### src/rtl/cpu_pkg.sv
// Shared CPU definitions: fetch FSM states and instruction/PC constants.
package cpu_pkg;
   typedef enum logic [1:0] {REQ, WAIT, KILL} fetch_state_t;
   localparam int INSTR_W = 32;
   localparam int PC_STEP = 4;
endpackage

### src/rtl/fetch_stage.sv
// Instruction fetch front end: PC, single-outstanding imem read, and a
// one-entry output register toward decode; redirects squash in-flight fetches.
module fetch_stage
   import cpu_pkg::*;
#(
   parameter int                ADDR_W   = 32,
   parameter logic [ADDR_W-1:0] RESET_PC = '0
) (
   input  logic               clk,
   input  logic               rst_n,
   output logic               imem_req_valid,
   input  logic               imem_req_ready,
   output logic [ADDR_W-1:0]  imem_req_addr,
   input  logic               imem_rsp_valid,
   input  logic [INSTR_W-1:0] imem_rsp_data,
   input  logic               redirect_valid,
   input  logic [ADDR_W-1:0]  redirect_pc,
   output logic               id_valid,
   input  logic               id_ready,
   output logic [INSTR_W-1:0] id_instr,
   output logic [ADDR_W-1:0]  id_pc,
   output logic [ADDR_W-1:0]  id_pc_plus4
);

   fetch_state_t       state_q, state_d;
   logic [ADDR_W-1:0]  pc_q, pc_d;
   logic               out_valid_q, out_valid_d;
   logic [INSTR_W-1:0] instr_q, instr_d;
   logic [ADDR_W-1:0]  opc_q, opc_d;
   logic               req_want;
   logic               req_fire;
   logic [ADDR_W-1:0]  target;

   // Gated with rst_n so no request is presented while reset is held.
   assign imem_req_valid = req_want && rst_n;
   assign imem_req_addr  = pc_q;
   assign req_fire       = imem_req_valid && imem_req_ready;
   assign target         = redirect_pc & ~ADDR_W'(3);

   assign id_valid    = out_valid_q;
   assign id_instr    = instr_q;
   assign id_pc       = opc_q;
   assign id_pc_plus4 = opc_q + ADDR_W'(PC_STEP);

   always_comb begin
      state_d     = state_q;
      pc_d        = pc_q;
      out_valid_d = out_valid_q;
      instr_d     = instr_q;
      opc_d       = opc_q;
      req_want    = 1'b0;

      if (out_valid_q && id_ready) out_valid_d = 1'b0;

      case (state_q)
         REQ: begin
            req_want = !out_valid_q || id_ready;
            if (req_fire) state_d = WAIT;
         end
         WAIT: begin
            if (imem_rsp_valid) begin
               state_d = REQ;
               if (!redirect_valid) begin
                  out_valid_d = 1'b1;
                  instr_d     = imem_rsp_data;
                  opc_d       = pc_q;
                  pc_d        = pc_q + ADDR_W'(PC_STEP);
               end
            end
         end
         KILL: begin
            if (imem_rsp_valid) state_d = REQ;
         end
         default: state_d = REQ;
      endcase

      // A redirect wins over everything; anything in flight must be discarded.
      if (redirect_valid) begin
         pc_d        = target;
         out_valid_d = 1'b0;
         case (state_q)
            REQ:     state_d = req_fire ? KILL : REQ;
            WAIT:    state_d = imem_rsp_valid ? REQ : KILL;
            KILL:    state_d = imem_rsp_valid ? REQ : KILL;
            default: state_d = REQ;
         endcase
      end
   end

   always_ff @(posedge clk or negedge rst_n) begin
      if (!rst_n) begin
         state_q     <= REQ;
         pc_q        <= RESET_PC;
         out_valid_q <= 1'b0;
         instr_q     <= '0;
         opc_q       <= '0;
      end else begin
         state_q     <= state_d;
         pc_q        <= pc_d;
         out_valid_q <= out_valid_d;
         instr_q     <= instr_d;
         opc_q       <= opc_d;
      end
   end

endmodule
### config.mk
export PLATFORM = sky130hd
export DESIGN_NAME = fetch_stage
export DESIGN_NICKNAME = d
export VERILOG_FILES = /design/src/rtl/cpu_pkg.sv /design/src/rtl/fetch_stage.sv
export SDC_FILE = /design/constraint.sdc
export NUM_CORES = 1
export LEC_CHECK = 0
export CORE_ASPECT_RATIO = 0.75
export CORE_MARGIN = 4
export CORE_UTILIZATION = 47
export DETAILED_ROUTE_END_ITERATION = 7
export PLACE_DENSITY = 0.87
export SETUP_SLACK_MARGIN = 0.3
export SYNTH_ARGS = -nofsm -noshare
export SYNTH_HDL_FRONTEND = slang
export SYNTH_SLANG_ARGS = --single-unit
### constraint.sdc
create_clock -name clk -period 3.8 [get_ports clk]
set_input_delay 0.76 -clock clk [delete_from_list [all_inputs] [get_ports clk]]
set_output_delay 0.76 -clock clk [all_outputs]
set_load 0.005 [all_outputs]
==> results of run 1 <==
==> report_power, final <==
group / internal, mW / switching [mW] / leakage (nW)
Clock: 0.726 / 0.384 / 0.179
Sequential: 1.37 / 0.400 / 1.18
Combinational: 1.31 / 0.575 / 1.64
==> logic make-up (layout without fill, tap and decap cells) <==
family,Yosys count,in the layout,synth area share (%)
and+or+nand+nor,153,153,17.9
muxes,60,60,13.9
adders and majority gates,5,5,1.29
xor gates and xnor gates,40,40,7.24
AOI/OAI and AO/OA,54,54,6.88
buffers and inverters,33,220,3.49
other,1,6,0.0775
DFF,95,95,49.1
==> path summary, 6_finish.rpt <==
path                       slack, ns           endpoint  depth (start not counted)
max reg2reg                     1.53  imem_req_addr[28]                          6
min in group clk                0.50       id_instr[15]                          1
max in group asynchronous       2.12        id_instr[7]                          3
min                             0.50           id_pc[8]                          2
min reg2reg                     0.50       id_instr[15]                          1
max                             0.45    id_pc_plus4[22]                          7
==> repair_timing <==
item,in CTS,in global routing
gates resized for setup,1,2
setup buffers,0,1
pin swaps,0,1
endpoints found under the setup margin,5,11
==> layer usage <==
metal / up-vias / global-route usage, % / part of all wire (%)
met2: 195 / 42.2 / 50
met3: 19 / 8.76 / 9.3
met4: 0 / 6.50 / 1.6
met5: - / 0 / 0
li1: 1966 / - / -
met1: 2078 / 27.9 / 39
==> stage by stage <==
| step | setup WS [ns] | hold WS, ns | util, % | instances |
|---|---|---|---|---|
| 4_1_cts | 0.290 | 0.493 | 73.2 | 764 |
| 2_1_floorplan | 1.47 | 0.464 | - | 446 |
| 5_1_grt | 0.284 | 0.517 | 73.5 | 765 |
| 3_5_place_dp | 0.570 | 0.494 | 69.4 | 749 |
| 3_3_place_gp | 0.711 | 0.486 | 69.4 | 749 |
| 6_report | 0.451 | 0.503 | 73.5 | 765 |
==> state kept, by name (all words and copies together), names as in the netlist <==
| signal | flops |
|---|---|
| id_pc | 30 |
| id_instr | 32 |
| imem_req_addr | 30 |
| state_q | 2 |
| id_valid | 1 |
==> cell type report <==
class / instances / area, um2 / share of cell area (%)
timing repair buffer: 197 / 1950 / 27.0
tap: 132 / 165 / 2.28
multi-input combinational: 318 / 2340 / 32.4
clock inverter: 5 / 129 / 1.78
inverter: 8 / 30.0 / 0.415
clock buffer: 10 / 239 / 3.30
sequential: 95 / 2380 / 32.8
==> placed cells by master (no fill, tap or decap), drive strengths merged, types with 2 or more instances in the layout <==
cell,instances
a21oi,4
a31oi,15
and2,4
and3,11
and4,4
buf,7
bufinv,4
clkbuf,10
clkdlybuf4s50,190
conb,6
dfrtp,95
ha,5
inv,8
mux2,59
nand2,38
nand2b,2
nand3,28
nand4,20
nor2,19
nor3,2
nor4,6
o211ai,2
o21ai,19
o31ai,12
or3,2
or4,14
xnor2,28
xor2,12
==> worst max-delay path, cell delays in order, from the launching register on <==
cell	delay (ns)
dfrtp_1	0.47
ha_1	0.27
nand4_1	0.29
nor4_1	0.28
buf_4	0.19
nand2_1	0.07
xnor2_1	0.16
clkdlybuf4s50_1	0.52
==> impl_metrics.toml, run 1 <==
[timing]
fmax_mhz = 299
skew_ns = 0.00727
rsz0062_at_grt = "yes"
hold_viol = 0
setup_viol = 0
tightest_slew_ns = 0.902
timing.final.crit_share_pct = 88.1
post-route-min-period_ns = 3.35
setup_tns_ns = 0
maxSlewViolCount = 0
slew_headroom_pct = 39.9

[synth]
synth_edf_count = 0
ys_warn_count = 0
post-synth-top-count-cell = "dfrtp_1"
synth_cell_type_count = 42
synthTopCellsByArea = "dfrtp_1, mux2_2, xnor2_1, nand2_1, nand3_1"
synthCells = 441
synth_area_um2 = 4840
ys_async_sr_fraction_pct = 100
yosysTopAreaCellShare_pct = 49.1
ys_ff_latch = 95
ys_seq_area_share_pct = 49.1
ys.flop_type = "dfrtp_1"
post_synth.cell_area_avg_um2 = 11.0
synth_top_area_cell = "dfrtp_1"
synthTopCellsByCount = "dfrtp_1, mux2_2, nand2_1"

[critical_path]
cp-end-kind = "output port"
crit_required_ns = 3.04
crit_type = "flop to output port"
crit_arrival_ns = 2.59
rr_startpoint = "state_q[1]"
cp-start-kind = "flop"
crit_start = "id_pc[2]"
critPathMaxFanout = 7

[clock_network]
clock_path_buffers = 2
htreeDepth = 3
hold_buffers = 0
numCtsBuffers = 9
insertion_delay_ns = 0.34
cts.sinks = 95
clockRootBuffer = "clkbuf_16"
cts_tree = "built"
path_clk_slew_ns = 0.06

[job]
max-cap-violations = 0

[final_layout]
nFillCells = 699
nets = 704
antenna_cells = 0
area_growth_pct = 49.6
final_area_um2 = 7240
drive_above_1_share_pct = 14.5

[global_routing]
first_global_vias = 4410
grtUsageTotal_pct = 23.9
grt_pass1_wl_mm = 22.8
antenna_found_initial = 0
grt-ovfl-total = 0
grt_max_degree = 66

[route]
ant_nets = 0
remaining_drc_errors = 0
wl_per_cell_um = 18.8
drt_iter0_markers = 227
dr.pass1.iters = 5
vias_per_cell = 5.57
routed_wl_mm = 14.4
via_count = 4258

[floorplan]
dieArea_um2 = 12000
std_cell_rows = 31
die_y_um = 95.9
ios = 200
fp.dieW_um = 125
core_area_um2 = 9850
start_util_pct = 49.1

[placement]
hpwl_mm = 10.5
placed_cell_area_um2 = 6840
gp_congestion = 0.835
portBuffers = 191

[power_and_ir_drop]
p_leak_nw = 2.99
finalPower_mw = 4.77
max-vdd-ir-drop_mv = 0.432
powerDensity_nw_per_um2 = 659

[worst_hold_path]
min_path_type = "primary input to asynchronous set/reset pin"

[run_status]
status = "finished clean"
Note: power is estimated with default switching activity, not from simulation.
==> run 2: changes to the inputs <==
GPL_TIMING_DRIVEN = 0   (was not set)
==> run 2 against run 1 <==
  * Combinational power barely moved
  * Design area increased by 0.28%
  * Critical path type unchanged
  * Critical path depth shrank 1
  * Hold slack worse by 0.16 ns
  * Utilization up 0.20 points
  * Flip-flop and latch count unchanged
  * Non-clock buffer count grew 22
  * Register-to-register slack improved by 0.20 ns
  * Power down 6.0%
  * Maximum frequency fell by 0.39%
  * Clock skew down 0.00093 ns
==> impl_metrics.toml, run 2 (synthesis gave the netlist of run 1 again) <==
[clock_network]
clock_path_buffers = 2
cts_tree = "built"
numCtsBuffers = 9
htreeDepth = 3
clockRootBuffer = "clkbuf_16"
insertion_delay_ns = 0.34
hold_buffers = 0
cts.sinks = 95
path_clk_slew_ns = 0.06

[timing]
timing.final.crit_share_pct = 88.5
rsz0062_at_grt = "yes"
fmax_mhz = 297
skew_ns = 0.00634
tightest_slew_ns = 0.642
slew_headroom_pct = 56.9
maxSlewViolCount = 0
post-route-min-period_ns = 3.36
setup_viol = 0
hold_viol = 0

[floorplan]
core_area_um2 = 9850
dieArea_um2 = 12000
std_cell_rows = 31
ios = 200
fp.dieW_um = 125
start_util_pct = 49.1
die_y_um = 95.9

[power_and_ir_drop]
max-vdd-ir-drop_mv = 0.457
finalPower_mw = 4.48
p_leak_nw = 2.99
powerDensity_nw_per_um2 = 618

[critical_path]
crit_type = "flop to output port"
slowest_stage = "clkdlybuf4s50_1"
crit_required_ns = 3.04
reg2reg_slack_ns = 1.73
critPathMaxFanout = 7
cp-end-kind = "output port"
crit_arrival_ns = 2.60
slowest_delay_ns = 0.52
path_cells = "ha_1, nand4_1, nor3_2, nand3_1, xnor2_1, clkdlybuf4s50_1"
cp-start-kind = "flop"

[global_routing]
grt_pass1_wl_mm = 22.3
grt_max_degree = 69
antenna_found_initial = 0
first_global_vias = 4428
grtUsageTotal_pct = 23.3
grt-ovfl-total = 0

[placement]
hpwl_mm = 10.8
gp_congestion = 0.830
portBuffers = 191

[final_layout]
nets = 726
fin_util_pct = 73.7
final_common_cell = "clkdlybuf4s50_1"
drive_above_1_share_pct = 16.2
largest_reg_flops = 32
final_cell_mix = "clkdlybuf4s50_1, dfrtp_1, mux2_2, nand2_1, xnor2_1"
area_growth_pct = 50.0
antenna_cells = 0

[route]
drt_iter0_markers = 200
vias_per_cell = 5.52
remaining_drc_errors = 0
dr.pass1.iters = 4
via_count = 4348
wl_per_cell_um = 17.8
ant_nets = 0
routed_wl_mm = 14.0

[job]
max-cap-violations = 0

[worst_hold_path]
min_path_type = "primary input to asynchronous set/reset pin"

[run_status]
status = "finished clean"
==> run 2: cell types whose count changed in the layout (fill, tap and decap cells not counted), sizes merged <==
cell      previous run  this run
buf                  7        21
bufinv               4         0
clkbuf              10        18
clkinv               1         3
clkinvlp             0         2
==> run 2: worst paths after layout <==
kind                        startpoint           endpoint  depth (start not counted)
max in group asynchronous        rst_n       id_instr[14]                          2
min in group clk           id_instr[4]        id_instr[4]                          1
min                              rst_n          id_pc[27]                          1
min reg2reg                id_instr[4]        id_instr[4]                          1
max                           id_pc[2]    id_pc_plus4[28]                          6
max reg2reg                 state_q[1]  imem_req_addr[18]                          7
==> run 2: what timing repair did <==
action / in CTS / in global routing
endpoints found under the setup margin: 5 / 17
setup buffers: 0 / 2
pin swaps: 0 / 1
gates resized for setup: 0 / 2
==> run 2: per-layer routing <==
| metal | track usage [%] | up-vias | routed length [um] |
|---|---|---|---|
| met4 | 6.95 | 0 | 180 |
| li1 | - | 2012 | - |
| met5 | 0 | - | 0 |
| met1 | 29.3 | 2115 | 5630 |
| met3 | 7.43 | 16 | 1330 |
| met2 | 39.0 | 205 | 6870 |
==> run 2: layout make-up <==
| cell class | instances | area, um2 |
|---|---|---|
| Fill cell | 695 | 2590 |
| Sequential cell | 95 | 2380 |
| Multi-Input combinational cell | 318 | 2320 |
| Timing Repair Buffer | 194 | 1950 |
| Clock buffer | 10 | 239 |
| Tap cell | 132 | 165 |
| Buffer | 25 | 139 |
| Clock inverter | 5 | 33.8 |
| Inverter | 8 | 30.0 |
==> run 2: power breakdown <==
group          total, mW  switching, mW  internal, mW
Combinational       1.86          0.551          1.31
Sequential          1.78          0.405          1.37
Clock              0.837          0.380         0.458
==> run 2: worst max-delay path, delay by kind of cell, from the launching register on <==
kind,cells,cell delay (ns)
xor+xnor,1,0.19
flops,1,0.47
buf+inv,1,0.52
fa+ha+maj,1,0.27
simple gates,3,0.81
==> run 2: stage by stage <==
step	setup slack [ns]	hold WS, ns	instance area (um2)	setup TNS [ns]	instances
detailed placement	0.595	0.492	6960	0	770
global placement	-2.36	0.486	6930	-147.08	769
global route	0.231	0.365	7260	0	787
CTS	0.219	0.348	7230	0	785
finish	0.438	0.342	7260	0	787
floorplan	1.47	0.464	4860	0	446
